`config.mk`:
```
export PLATFORM = sky130hd
export DESIGN_NAME = hamming_secded_dec
export DESIGN_NICKNAME = d
export VERILOG_FILES = /design/src/rtl/hamming_pkg.sv /design/src/rtl/hamming_syndrome.sv /design/src/rtl/hamming_secded_dec.sv
export SDC_FILE = /design/constraint.sdc
export NUM_CORES = 1
export LEC_CHECK = 0
export CAP_MARGIN = 10
export CORE_AREA = 2 2 82 84
export DETAILED_ROUTE_END_ITERATION = 8
export DIE_AREA = 0 0 84 86
export GPL_TIMING_DRIVEN = 1
export PLACE_DENSITY = 0.83
export SLEW_MARGIN = 30
export SYNTH_ARGS = -nofsm -noshare
export SYNTH_HDL_FRONTEND = slang
export SYNTH_SLANG_ARGS = --single-unit
```
`constraint.sdc`:
```
create_clock -name clk -period 1.7 [get_ports clk]
set_input_delay 0.255 -clock clk [delete_from_list [all_inputs] [get_ports clk]]
set_output_delay 0.255 -clock clk [all_outputs]
set_load 0.05 [all_outputs]
```
`src/rtl/hamming_pkg.sv`:
```
// Shared types and helpers for the Hamming SECDED family: status codes, parity-width
// calculation and parity/data position mapping.
package hamming_pkg;

  localparam int unsigned MaxCwW = 64;

  typedef enum logic [1:0] {
    StatClean  = 2'd0,
    StatCorr   = 2'd1,
    StatDbl    = 2'd2,
    StatBadpos = 2'd3
  } status_e;

  // Smallest r with 2^r >= data_w + r + 1.
  function automatic int unsigned par_bits(input int unsigned data_w);
    int unsigned r;
    r = 7;
    for (int i = 7; i >= 1; i--) begin
      if ((32'd1 << i) >= data_w + 32'(i) + 32'd1) r = 32'(i);
    end
    return r;
  endfunction

  function automatic logic is_pow2(input int unsigned pos);
    return (pos != 0) && ((pos & (pos - 1)) == 0);
  endfunction

  // Collects the non-power-of-two positions, lowest first, into the low data_w bits.
  function automatic logic [MaxCwW-1:0] extract_data(input logic [MaxCwW-1:0] code,
                                                     input int unsigned data_w);
    logic [MaxCwW-1:0] d;
    int unsigned k;
    d = '0;
    k = 0;
    for (int unsigned pos = 1; pos < MaxCwW; pos++) begin
      if (!is_pow2(pos) && (k < data_w)) begin
        d[k] = code[pos-1];
        k++;
      end
    end
    return d;
  endfunction

endpackage

```
`src/rtl/hamming_syndrome.sv`:
```
// Combinational Hamming syndrome and overall-parity generator for an extended codeword.
module hamming_syndrome
  import hamming_pkg::*;
#(
  parameter int unsigned DATA_W = 4,
  localparam int unsigned PAR_W = par_bits(DATA_W),
  localparam int unsigned CW_W  = DATA_W + PAR_W + 1
) (
  input  logic [CW_W-1:0]  code,
  output logic [PAR_W-1:0] syndrome,
  output logic             op
);

  // The overall-parity bit at the MSB carries no Hamming position.
  always_comb begin
    syndrome = '0;
    for (int unsigned p = 1; p < CW_W; p++) begin
      for (int unsigned j = 0; j < PAR_W; j++) begin
        if (p[j]) syndrome[j] = syndrome[j] ^ code[p-1];
      end
    end
  end

  assign op = ^code;

endmodule

```
`src/rtl/hamming_secded_dec.sv`:
```
// Two-stage streaming Hamming SECDED decoder with saturating error counters.
// Optional sticky uncorrectable-error flag enabled by HAMMING_STICKY_ERR_EN.
module hamming_secded_dec
  import hamming_pkg::*;
#(
  parameter int unsigned DATA_W = 4,
  parameter int unsigned CNT_W  = 16,
  localparam int unsigned PAR_W = par_bits(DATA_W),
  localparam int unsigned CW_W  = DATA_W + PAR_W + 1
) (
  input  logic              clk,
  input  logic              rst_n,
  input  logic              in_valid,
  output logic              in_ready,
  input  logic [CW_W-1:0]   in_code,
  output logic              out_valid,
  input  logic              out_ready,
  output logic [DATA_W-1:0] out_data,
  output logic [PAR_W-1:0]  out_syndrome,
  output logic [1:0]        out_status,
  input  logic              clr_cnt,
  output logic [CNT_W-1:0]  cnt_corr,
  output logic [CNT_W-1:0]  cnt_dbl,
  output logic              err_sticky
);

  logic              s1_valid_q;
  logic [CW_W-1:0]   s1_code_q;
  logic [PAR_W-1:0]  s1_syn_q;
  logic              s1_op_q;

  logic              out_valid_q;
  logic [DATA_W-1:0] out_data_q;
  logic [PAR_W-1:0]  out_syn_q;
  status_e           out_status_q;

  logic [CNT_W-1:0]  cnt_corr_q;
  logic [CNT_W-1:0]  cnt_dbl_q;

  logic [PAR_W-1:0]  syn;
  logic              op;
  logic              s1_ready;
  logic              s2_ready;
  logic              out_fire;
  logic              out_uncorr;

  logic [CW_W-1:0]   corr_code;
  logic [MaxCwW-1:0] code_ext;
  logic [DATA_W-1:0] data_d;
  status_e           status_d;

  hamming_syndrome #(
    .DATA_W(DATA_W)
  ) u_syndrome (
    .code     (in_code),
    .syndrome (syn),
    .op       (op)
  );

  assign s2_ready   = !out_valid_q || out_ready;
  assign s1_ready   = !s1_valid_q || s2_ready;
  assign in_ready   = s1_ready;
  assign out_fire   = out_valid_q && out_ready;
  assign out_uncorr = (out_status_q == StatDbl) || (out_status_q == StatBadpos);

  always_comb begin
    corr_code = s1_code_q;
    status_d  = StatClean;
    if (s1_op_q) begin
      if (s1_syn_q == '0) begin
        status_d = StatCorr;
      end else if (32'(s1_syn_q) < CW_W) begin
        status_d = StatCorr;
        for (int unsigned p = 1; p < CW_W; p++) begin
          if (32'(s1_syn_q) == p) corr_code[p-1] = ~corr_code[p-1];
        end
      end else begin
        status_d = StatBadpos;
      end
    end else if (s1_syn_q != '0) begin
      status_d = StatDbl;
    end
    code_ext            = '0;
    code_ext[CW_W-1:0]  = corr_code;
    data_d              = DATA_W'(extract_data(code_ext, DATA_W));
  end

  always_ff @(posedge clk or negedge rst_n) begin
    if (!rst_n) begin
      s1_valid_q <= 1'b0;
      s1_code_q  <= '0;
      s1_syn_q   <= '0;
      s1_op_q    <= 1'b0;
    end else if (s1_ready) begin
      s1_valid_q <= in_valid;
      if (in_valid) begin
        s1_code_q <= in_code;
        s1_syn_q  <= syn;
        s1_op_q   <= op;
      end
    end
  end

  always_ff @(posedge clk or negedge rst_n) begin
    if (!rst_n) begin
      out_valid_q  <= 1'b0;
      out_data_q   <= '0;
      out_syn_q    <= '0;
      out_status_q <= StatClean;
    end else if (s2_ready) begin
      out_valid_q <= s1_valid_q;
      if (s1_valid_q) begin
        out_data_q   <= data_d;
        out_syn_q    <= s1_syn_q;
        out_status_q <= status_d;
      end
    end
  end

  // A clear wins over a same-cycle handshake; that word goes uncounted.
  always_ff @(posedge clk or negedge rst_n) begin
    if (!rst_n) begin
      cnt_corr_q <= '0;
      cnt_dbl_q  <= '0;
    end else if (clr_cnt) begin
      cnt_corr_q <= '0;
      cnt_dbl_q  <= '0;
    end else if (out_fire) begin
      if ((out_status_q == StatCorr) && (cnt_corr_q != '1)) begin
        cnt_corr_q <= cnt_corr_q + CNT_W'(1);
      end
      if (out_uncorr && (cnt_dbl_q != '1)) begin
        cnt_dbl_q <= cnt_dbl_q + CNT_W'(1);
      end
    end
  end

`ifdef HAMMING_STICKY_ERR_EN
  logic sticky_q;

  always_ff @(posedge clk or negedge rst_n) begin
    if (!rst_n) begin
      sticky_q <= 1'b0;
    end else if (clr_cnt) begin
      sticky_q <= 1'b0;
    end else if (out_fire && out_uncorr) begin
      sticky_q <= 1'b1;
    end
  end

  assign err_sticky = sticky_q;
`else
  assign err_sticky = 1'b0;
`endif

  assign out_valid    = out_valid_q;
  assign out_data     = out_data_q;
  assign out_syndrome = out_syn_q;
  assign out_status   = out_status_q;
  assign cnt_corr     = cnt_corr_q;
  assign cnt_dbl      = cnt_dbl_q;

endmodule
```
==> After elaboration in Yosys (flattened, before gate mapping) <==
Cells that the tools add are included.
{ "op_classes": {"n_reduce_logical": 18, "add_sub_neg": 2, "n_eq_ne": 12, "n_mux": 17, "bitwise_logic": 16} }
{ "ops": {"columns": ["cell", "count"], "rows": [
  ["16-bit two-way mux", 6],
  ["16-bit by 1-bit adder with 16-bit output (second input constant)", 2],
  ["16-bit != test (second input constant)", 2],
  ["7-bit two-way mux", 2],
  ["3-bit == test (second input constant)", 4],
  ["1-bit XOR", 9],
  ["2-bit AND reduction", 4],
  ["8-bit XOR reduction", 1],
  ["1-bit two-way mux", 7],
  ["1-bit NOT", 7],
  ["3-bit by 2-bit == test with 1-bit output (second input constant)", 2],
  ["2-bit nonzero test", 3],
  ["2-bit == test (second input constant)", 2],
  ["2-bit two-way mux", 2],
  ["3-bit by 1-bit == test with 1-bit output (second input constant)", 1],
  ["1-bit logical AND", 3],
  ["3-bit logical NOT", 1],
  ["1-bit logical OR", 3],
  ["3-bit nonzero test", 1],
  ["2-bit by 1-bit == test with 1-bit output (second input constant)", 1],
  ["1-bit logical NOT", 2]
]} }
{ "word_totals": {"wordCells": 75, "in_bits": 13, "ff_bits": 54, "out_inout_bits": 44} }

==> Depth between registers and ports, before layout <==
Gate-level depths: netlist of run 1.
{ "logic_depth": {"ltp_word": 6, "depth_mapped": 6, "depth_no_buf": 5} }

==> Modules after synthesis <==
Synthesis of run 1 repeated with hierarchy kept, for this count alone.
{ "unflattened": {"cells_unflattened": 271, "hier_area_um2": 2752.6} }
{ "by_module_without_submodules": {"columns": ["mod", "cells_per_inst", "seq_area_each_um2", "area_each_um2", "n_inst"], "rows": [
  ["hamming_secded_dec", 261, 1276.2, 2622.5, 1],
  ["hamming_syndrome", 10, 0.0, 130.1, 1]
]} }

==> Worst setup path before layout of run 1 <==
No wires, ideal clock.
{ "synth_path": {"kind": "register to register", "start": "register out_valid_q (netlist: out_valid)", "end": "register s1_code_q[4]", "period_less_slack_ns": 2.241, "arrival_ns": 2.116, "t_required_ns": 1.575, "path_stages_with_launch": 5, "setup_slack_ns": -0.541, "path_buffers": 1, "setup_time_ns": 0.125, "cell_sequence": "dfrtp_1 -> nand3b_1 -> nand2_1 -> clkbuf_1 -> mux2_2"} }
{ "synth_between": {"elab_chain_cells": 4} }
{ "synth_lines": {"columns": ["element", "line", "rtl"], "rows": [
  ["start, declared", "hamming_secded_dec.sv:32", "logic out_valid_q;"],
  ["start signal, assigned", "hamming_secded_dec.sv:111", "out_valid_q <= s1_valid_q;"],
  ["1-bit logical NOT", "hamming_secded_dec.sv:60", "assign s2_ready = !out_valid_q || out_ready;"],
  ["1-bit logical OR", "hamming_secded_dec.sv:60", null],
  ["1-bit logical OR", "hamming_secded_dec.sv:61", "assign s1_ready = !s1_valid_q || s2_ready;"],
  ["named net in_ready", "hamming_secded_dec.sv:14", "output logic in_ready,"],
  ["2-bit AND reduction (no source line)", null, null],
  ["end signal, assigned", "hamming_secded_dec.sv:97", "s1_code_q <= in_code;"],
  ["end, declared", "hamming_secded_dec.sv:28", "logic [CW_W-1:0] s1_code_q;"]
]} }
The timed path passes the listed nets, and every way through them passes these cells.
A chain may end at the register's enable or synchronous reset.

==> Worst setup path in the final report of run 1 <==
{ "layout_path": {"start": "register out_status_q[1] (netlist: out_status[1])", "end": "register cnt_corr_q[13] (netlist: cnt_corr[13])"} }
{ "layout_between": {"elab_chain_cells": 4} }
{ "layout_lines": {"columns": ["element", "line", "rtl"], "rows": [
  ["start, declared", "hamming_secded_dec.sv:35", "status_e out_status_q;"],
  ["start signal, assigned", "hamming_secded_dec.sv:109", "out_status_q <= StatClean;"],
  ["start signal, assigned", "hamming_secded_dec.sv:115", "out_status_q <= status_d;"],
  ["2-bit by 1-bit == test with 1-bit output", "hamming_secded_dec.sv:129", "if ((out_status_q == StatCorr) && (cnt_corr_q != '1)) begin"],
  ["1-bit logical AND", "hamming_secded_dec.sv:129", null],
  ["2-bit nonzero test (no source line)", null, null],
  ["2-bit AND reduction (no source line)", null, null],
  ["end signal, assigned", "hamming_secded_dec.sv:130", "cnt_corr_q <= cnt_corr_q + CNT_W'(1);"],
  ["end, declared", "hamming_secded_dec.sv:37", "logic [CNT_W-1:0] cnt_corr_q;"]
]} }
Every way passes these cells.

==> results of run 1 <==
[report_power, final]
part / total, mW / leakage, nW / switching (mW) / internal [mW]
clock network: 0.893 / 0.0612 / 0.415 / 0.477
registers: 1.47 / 0.616 / 0.128 / 1.34
logic: 0.908 / 1.03 / 0.543 / 0.365
total: 3.27 / 1.71 / 1.09 / 2.18
[layout make-up]
type / instances / share of cell area (%)
Multi-Input combinational cell: 207 / 41.45
Clock inverter: 2 / 0.8833
Timing Repair Buffer: 94 / 19.40
Tap cell: 77 / 2.429
Inverter: 5 / 0.4732
Sequential cell: 51 / 33.28
Clock buffer: 6 / 2.082
[what timing repair did]
item,CTS,global route
pin swaps,3,3
hold buffers,1,0
gates resized for setup,6,10
setup endpoints to repair,11,15
buffers inserted,1,4
endpoints found under the hold margin,51,0
[worst register-to-register path, cell delays in order, from the launching register on]
cell and delay [ns]:
dfrtp_2 0.41, and4b_2 0.32, nand4_4 0.15, nor4_2 0.32, mux2_2 0.38
[synthesized netlist by cell type (all sizes together) (8+ instances only)]
cell type  count
or4           10
nand3          9
dfrtp         51
mux2          19
o31ai         10
xnor2          8
nor2b          9
nor3           8
nand2b         8
nand2         21
nand4         10
o21ai         10
nor2          16
a21oi         16
[final timing paths]
path	to	depth (start not counted)	start	slack (ns)
max in group asynchronous	cnt_corr[5]	3	rst_n	0.98
worst min-delay path	out_valid	3	out_ready	0.44
worst max register to register	cnt_corr[13]	4	out_status[1]	0.01
min in group asynchronous	cnt_dbl[6]	3	rst_n	0.47
worst max-delay path	cnt_corr[13]	4	out_status[1]	0.01
worst min register to register	cnt_corr[14]	1	cnt_corr[14]	0.49
[cell usage in the layout (no fill, tap or decap), types with 5 or more instances in the layout]
cell type        synthesis  final
nor2b_1                  9      9
xnor2_1                  8      8
nand2b_1                 8      8
mux2_4                   1      5
nand4_1                  5      5
o21ai_0                 10     10
clkbuf_8                 0      6
inv_1                    5      5
or4_1                   10      9
dfrtp_2                  0     35
nand3_1                  9      7
dfrtp_1                 51     16
xor2_1                   7      7
a21oi_1                 16     14
o31ai_1                 10      9
nor2_1                  16     16
buf_4                    2     78
clkdlybuf4s50_1          0     10
nand2_1                 20     20
nor3_1                   6      6
mux2_2                  15     11
[registers in the layout, summed over array words and instances (netlist names)]
name / flops
out_data: 4
cnt_corr: 16
s1_syn_q: 3
s1_valid_q: 1
s1_code_q: 4
s1_op_q: 1
cnt_dbl: 16
out_valid: 1
out_syndrome: 3
out_status: 2
[routing by layer]
layer,wire [um],share of wire [%]
met1,2865,42
met2,3504,51
met3,416,6.1
met4,83,1.2
met5,0,0
[cells by family after synthesis]
kind of cell,count (synthesis),synth area share [%]
AND/OR/NAND/NOR,117,26.54
XOR/XNOR,15,4.591
flip-flops,51,44.60
other,1,0.1311
multiplexers,21,8.308
AO/OA/AOI/OAI,51,11.76
adder cells (fa/ha/maj),2,0.8744
buffers and inverters,17,3.192
[through the flow]
step	utilization [%]	worst slack (ns)	cell area, um2	total power, mW
floorplan	-	-0.1616	3002	2.060
global placement	59.36	-0.3291	3726	2.369
detailed placement	59.36	-0.4270	3726	2.394
CTS	61.95	0.005953	3889	3.282
finish	63.19	0.01287	3966	3.271
global route	63.19	-0.04523	3966	3.417
==> summary.txt, run 1 <==
Status - finished clean
Final setup TNS - 0 ns
Most used routing layer - met2
Clock Sinks - 51
Req. time, crit path - 1.89 ns
Sequential-to-total area share from yosys stat - 44.60%
GRT met3 Usage - 3.561%
Final Skew - 0.003798 ns
Initial antenna violation count - 0
Placer Congestion - 0.8079
First-pass GRT wire length - 11,070 um
# fillers - 508
Post-route insts no fill - 442
Chip width - 84 um
Largest stage delay, worst path - 0.41 ns
Vias in the first global route - 2,342
Final Cycle Share - 99.24%
Post-synth EDFFs - 0
Leakage - 1.712 nW
Die H - 86 um
Yosys top cell area share - 44.60%
Vias post-DR - 2,509
M1 GR Usage - 24.19%
CP arrival - 1.88 ns
Rows - 29
Worst hold path type - input port to flop
PwrDens - 824.6 mW/mm2
Fin. Hold Viols - 0
Cell count after synthesis - 275
Drt wl/cell - 15.54 um
Slew @ Worst Pin - 0.5003 ns
Hold Worst Slack - 0.4381 ns
Max_slew headroom - 66.52%
Slew Viols, Final - 0
Drc violations - 0
CP cell instances - and4b_2 > nand4_4 > nor4_2 > mux2_2
DRT Wirelength - 6870 um
Clock Latency Late Sink - 0.30 ns
Yosys warning count - 0
Total die area - 0.007224 mm2
Cts bufs inserted - 5
# port buffers - 55
Max FO, Critical Path - 6
Core ar. - 0.006277 mm2
Largest net degree at the start of global routing - 52
CP Capture Type - flop
RSZ-0062 raised after global routing - true
H-tree depth - 2
Root buffer cell - clkbuf_8
Worst setup SP type - flop
Peak supply drop - 0.0008013 V
CTS tree - yes
Register area - 0.001320 mm2
Synth area leaders - dfrtp_1, mux2_2, a21oi_1, nand2_1, o31ai_1
Post-synthesis net count - 290
Mean post-synth cell area - 10.41 um2
DRT Pass-1 Iters - 5
Max Freq - 0.5927 GHz
Gr usage total - 18.72%
Predominant post-synthesis flop cell - dfrtp_1
Cell family with most CP delay - simple AND/OR/NAND/NOR gates
CTS Buffer Depth - 2
Mapped Area - 0.002861 mm2
Final setup viols - 0
Diodes inserted - 0
Number of max-cap violations - 0
DR vias/cell - 5.676
IO Pins - 57
Fin crit period - 1.687 ns
GRT Residual Overflow - 0
Multi-input logic area - 0.001644 mm2
#FFs+latches synth - 51
Ys async rst share - 100.0%
Area Growth Syn to Fin - 38.61%
Starting density of the core - 45.59%
Cells after DPL - 428
Worst path buffer plus inverter count - 0
Clk slew on worst S/H paths - 0.09 ns
Final HPWL DP - 4851 um
Crit Path Class - flop to flop
Slowest cell on crit path - dfrtp_2
Largest area contributor in the netlist - dfrtp_1
Layout cells sized above 1 - 46.85%
M2 GR Usage - 32.58%
ANT nets after route - 0
DR iter-0 viols - 145
Nets - 379
Count of cell types in the netlist - 51
Power figures use the tool's default switching activity.
==> run 2, diff against run 1 <==
--- a/config.mk
+++ b/config.mk
@@ -11,6 +11,7 @@
 export DIE_AREA = 0 0 84 86
 export GPL_TIMING_DRIVEN = 1
 export PLACE_DENSITY = 0.83
+export SKIP_LAST_GASP = 1
 export SLEW_MARGIN = 30
 export SYNTH_ARGS = -nofsm -noshare
 export SYNTH_HDL_FRONTEND = slang
==> run 2 against run 1 <==
Die area stayed put. Combinational power barely moved. Sequential share of layout area is the same. Cell area unchanged. Clock power barely moved. Wire length barely moved. Largest cell class unchanged. Sequential cell count is the same.
==> summary.txt, run 2 (synthesized netlist as in run 1, its figures left out) <==
Slew Viols, Final - 0
Seq pwr share - 44.9%
CTS tree - yes
Cts bufs inserted - 5
Rows - 29
Met3 wire length - 444 um
Total die area - 0.007224 mm2
Initial antenna violation count - 0
Layout cells sized above 1 - 46.85%
Sw Pwr - 1.087 mW
DR top layer - met4
WL met1 - 2828 um
# port buffers - 55
Worst Setup Slack, final - 0.01304 ns
CP Capture Type - flop
R2R Setup Slk - 0.01 ns
H-tree depth - 2
Largest net degree at the start of global routing - 52
DRT Pass-1 Iters - 5
Final Cycle Share - 99.23%
Internal power - 2.184 mW
Final Skew - 0.004095 ns
Hold Worst Slack - 0.4382 ns
Most common cell after layout, fill and taps aside - buf_4
Diodes inserted - 0
Peak supply drop - 0.0008015 V
Vias post-DR - 2,521
Dpl ws - -0.4270 ns
DRT Wirelength - 6874 um
Register area - 0.001320 mm2
DR vias/cell - 5.704
Worst setup SP type - flop
Sw frac - 33.23%
Final setup viols - 0
ANT nets after route - 0
GRT Residual Overflow - 0
Max_slew headroom - 66.56%
Clk pwr share - 27.3%
Met2 WL - 3488 um
PwrDens - 824.7 mW/mm2
Combinational power share - 27.8%
Final HPWL DP - 4851 um
Area Growth Syn to Fin - 38.61%
Leakage - 1.712 nW
Placer Congestion - 0.8079
IO Pins - 57
Core ar. - 0.006277 mm2
First-pass GRT wire length - 11,070 um
Drt wl/cell - 15.55 um
CTS Buffer Depth - 2
CP arrival - 1.88 ns
Nets - 379
Multi-input logic area - 0.001644 mm2
Clock Latency Late Sink - 0.30 ns
Max FO, Critical Path - 6
Req. time, crit path - 1.89 ns
Clock Sinks - 51
Max Freq - 0.5928 GHz
Clk slew on worst S/H paths - 0.09 ns
Starting density of the core - 45.59%
Number of max-cap violations - 0
Fin. Hold Viols - 0
Vias in the first global route - 2,342
Die H - 86 um
Slew @ Worst Pin - 0.4997 ns
Fin crit period - 1.687 ns
Chip width - 84 um
Crit Path Class - flop to flop
Drc violations - 0
RSZ-0062 raised after global routing - true
Status - finished clean
Commonest cells after routing, fill and taps aside - buf_4, dfrtp_2, nand2_1, nor2_1, dfrtp_1
DR iter-0 viols - 137
# fillers - 508
Gr usage total - 18.72%
Worst hold path type - input port to flop
Root buffer cell - clkbuf_8
[run 2: path summary, 6_finish.rpt]
check	cells after the start	start	endpoint
worst max-delay path	4	out_status[1]	cnt_corr[13]
worst min-delay path	3	out_ready	out_valid
worst max register to register	4	out_status[1]	cnt_corr[13]
worst min register to register	1	cnt_corr[14]	cnt_corr[14]
max in group asynchronous	3	rst_n	cnt_corr[5]
min in group asynchronous	3	rst_n	cnt_dbl[6]
[run 2: repair_timing]
item | 4_1_cts | 5_1_grt
hold endpoints to repair | 51 | 0
pin swaps | 3 | 2
resized for setup | 6 | 10
hold buffers | 1 | 0
endpoints found under the setup margin | 11 | 15
buffers inserted | 1 | 4
[run 2: through the flow]
step	total power [mW]	instance area, um2	TNS, ns	util [%]	cells
after floorplan	2.060	3002	-1.364	-	275
after global routing	3.417	3966	-0.3119	63.19	442
after CTS	3.282	3889	0	61.95	438
after global placement	2.369	3726	-6.761	59.36	428
final	3.271	3966	0	63.19	442
after detailed placement	2.394	3726	-8.186	59.36	428
[run 2: cell type report]
type	instances	area share, %
clock buffer	6	2.082
clock inverter	2	0.8833
inverter	5	0.4732
multi-input combinational	207	41.45
sequential	51	33.28
tap	77	2.429
timing repair buffer	94	19.40
[run 2: routing by layer]
metal  track usage (%)  vias to the layer above
li1                  -                     1200
met1             24.19                     1207
met2             32.58                       99
met3             3.561                       15
met4             4.692                        0
met5                 0                        -
[run 2: power groups by stage]
| stage | combinational, mW | clock [mW] | sequential (mW) |
|---|---|---|---|
| after CTS | 0.906 | 0.906 | 1.47 |
| final | 0.908 | 0.893 | 1.47 |
| after global placement | 0.882 | 0 | 1.49 |
| after global routing | 0.970 | 0.956 | 1.49 |
| after detailed placement | 0.901 | 0 | 1.49 |
| after floorplan | 0.297 | 0 | 1.76 |
[run 2: worst max-delay path: stages (launching register included)]
cell	delay (ns)
dfrtp_2	0.41
and4b_2	0.32
nand4_4	0.15
nor4_2	0.32
mux2_2	0.38
==> run 3, diff against run 2 <==
--- a/config.mk
+++ b/config.mk
@@ -6,11 +6,12 @@
 export NUM_CORES = 1
 export LEC_CHECK = 0
 export CAP_MARGIN = 10
-export CORE_AREA = 2 2 82 84
+export CORE_AREA = 2 2 76 78
 export DETAILED_ROUTE_END_ITERATION = 8
-export DIE_AREA = 0 0 84 86
+export DIE_AREA = 0 0 78 80
+export DONT_BUFFER_PORTS = 1
 export GPL_TIMING_DRIVEN = 1
-export PLACE_DENSITY = 0.83
+export PLACE_DENSITY = 0.8
 export SKIP_LAST_GASP = 1
 export SLEW_MARGIN = 30
 export SYNTH_ARGS = -nofsm -noshare
==> run 3 against run 2 <==
The run now ends with hold timing, setup timing left. Utilization rose by 4.5 points. Critical path type unchanged. Register-to-register slack worse by 0.05 ns. Non-clock buffer count down 36.
==> summary.txt, run 3 (synthesized netlist as in run 1, its figures left out) <==
Die H - 80 um
Core ar. - 0.005405 mm2
H-tree depth - 2
Worst hold path type - input port to flop
DR top layer - met4
Starting density of the core - 52.94%
R2r endpoint - cnt_corr[9]
Commonest cells after routing, fill and taps aside - buf_4, dfrtp_2, nand2_1, dfrtp_1, nor2_1
R2R Setup Slk - -0.04 ns
WL met1 - 2852 um
Crit Path Class - flop to flop
Gr usage total - 21.77%
CTS tree - yes
Slowest cell on crit path - dfrtp_2
Worst path buffer plus inverter count - 1
Cell family with most CP delay - simple AND/OR/NAND/NOR gates
Reg2Reg Depth - 5
Vias post-DR - 2,333
Clock Latency Late Sink - 0.30 ns
Root buffer cell - clkbuf_8
CP Capture Type - flop
DRT Wirelength - 6569 um
Worst setup SP type - flop
DRT Pass-1 Iters - 4
Drt wl/cell - 16.38 um
RSZ-0062 raised after global routing - true
CP cell instances - and4b_2 > nand4_4 > buf_6 > or4_4 > a21oi_1
Reg-to-reg startpoint - out_status[1]
Max Freq - 0.5747 GHz
Slew Viols, Final - 0
Drc violations - 0
Met2 WL - 3278 um
Largest stage delay, worst path - 0.44 ns
Violated checks - hold timing, setup timing
Final Core Density - 67.69%
Rows - 27
Fin crit period - 1.740 ns
Worst Hold End - cnt_dbl[11]
IO Pins - 57
Fin. Hold Viols - 5
Register area - 0.001320 mm2
Req. time, crit path - 1.92 ns
Final setup viols - 2
Clock Sinks - 51
Cts bufs inserted - 5
Clk slew on worst S/H paths - 0.10 ns
Hold Buf Count CTS - 2
First-pass GRT wire length - 10,870 um
Hold Worst Slack - -0.006661 ns
Met3 wire length - 350 um
Most common cell after layout, fill and taps aside - buf_4
Max FO, Critical Path - 5
Initial antenna violation count - 0
ANT nets after route - 0
CTS Buffer Depth - 2
Hold path depth - 1
# port buffers - 0
Placer Congestion - 0.8360
Final Cycle Share - 102.4%
HP Start - clr_cnt
Number of max-cap violations - 0
DR iter-0 viols - 160
Multi-input logic area - 0.001647 mm2
PwrDens - 846.5 mW/mm2
Peak supply drop - 0.0009160 V
# fillers - 407
Chip width - 78 um
Layout cells sized above 1 - 44.68%
Diodes inserted - 0
Area Growth Syn to Fin - 27.85%
Status - finished, violations left
Final Skew - 0.008104 ns
Vias in the first global route - 2,215
Total die area - 0.006240 mm2
DR vias/cell - 5.818
Leakage - 1.525 nW
CP arrival - 1.96 ns
GRT Residual Overflow - 0
Largest net degree at the start of global routing - 52
Final HPWL DP - 4642 um
Nets - 343
Worst Setup Slack, final - -0.04015 ns
==> run 3: power breakdown <==
| part | switching, mW | internal [mW] |
|---|---|---|
| Combinational | 0.311 | 0.246 |
| Sequential | 0.318 | 1.34 |
| Clock | 0.406 | 0.477 |
| Total | 1.04 | 2.06 |
==> run 3: timing repair <==
action | 4_1_cts | 5_1_grt
pin swaps | 1 | 10
endpoints found under the setup margin | 6 | 16
buffers inserted | 0 | 7
endpoints found under the hold margin | 66 | 12
resized for setup | 1 | 17
==> run 3: worst max path at each step <==
stage / startpoint / depth (start not counted) / endpoint / slack [ns]
2_1_floorplan: out_valid / 4 / s1_code_q[4] / -0.16
3_3_place_gp: out_status[1] / 4 / cnt_corr[15] / 0.003
3_5_place_dp: out_status[1] / 4 / cnt_corr[11] / -0.03
4_1_cts: out_status[1] / 5 / cnt_corr[10] / -0.02
5_1_grt: out_status[1] / 5 / cnt_corr[9] / -0.12
6_report: out_status[1] / 5 / cnt_corr[9] / -0.04
==> run 3: final cells by class <==
type | count | share of cell area [%]
Clock buffer | 6 | 2.257
Tap cell | 72 | 2.462
Sequential cell | 51 | 36.08
Inverter | 5 | 0.5130
Timing Repair Buffer | 58 | 12.72
Clock inverter | 2 | 0.9576
Multi-Input combinational cell | 207 | 45.01
==> run 3: stage by stage <==
stage | setup slack [ns] | instances | area [um2] | setup TNS, ns | power [mW]
global route | -0.1180 | 401 | 3659 | -0.4045 | 3.235
global placement | 0.003105 | 384 | 3364 | 0 | 2.172
finish | -0.04015 | 401 | 3659 | -0.04413 | 3.097
detailed placement | -0.03182 | 384 | 3364 | -0.1342 | 2.196
CTS | -0.01978 | 394 | 3521 | -0.05396 | 3.113
floorplan | -0.1616 | 275 | 3002 | -1.364 | 2.060
==> run 3: per-layer routing <==
layer | up-vias | global-route usage [%]
met5 | - | 0
met1 | 1124 | 29.72
met3 | 9 | 4.299
li1 | 1134 | -
met2 | 66 | 35.52
met4 | 0 | 5.965
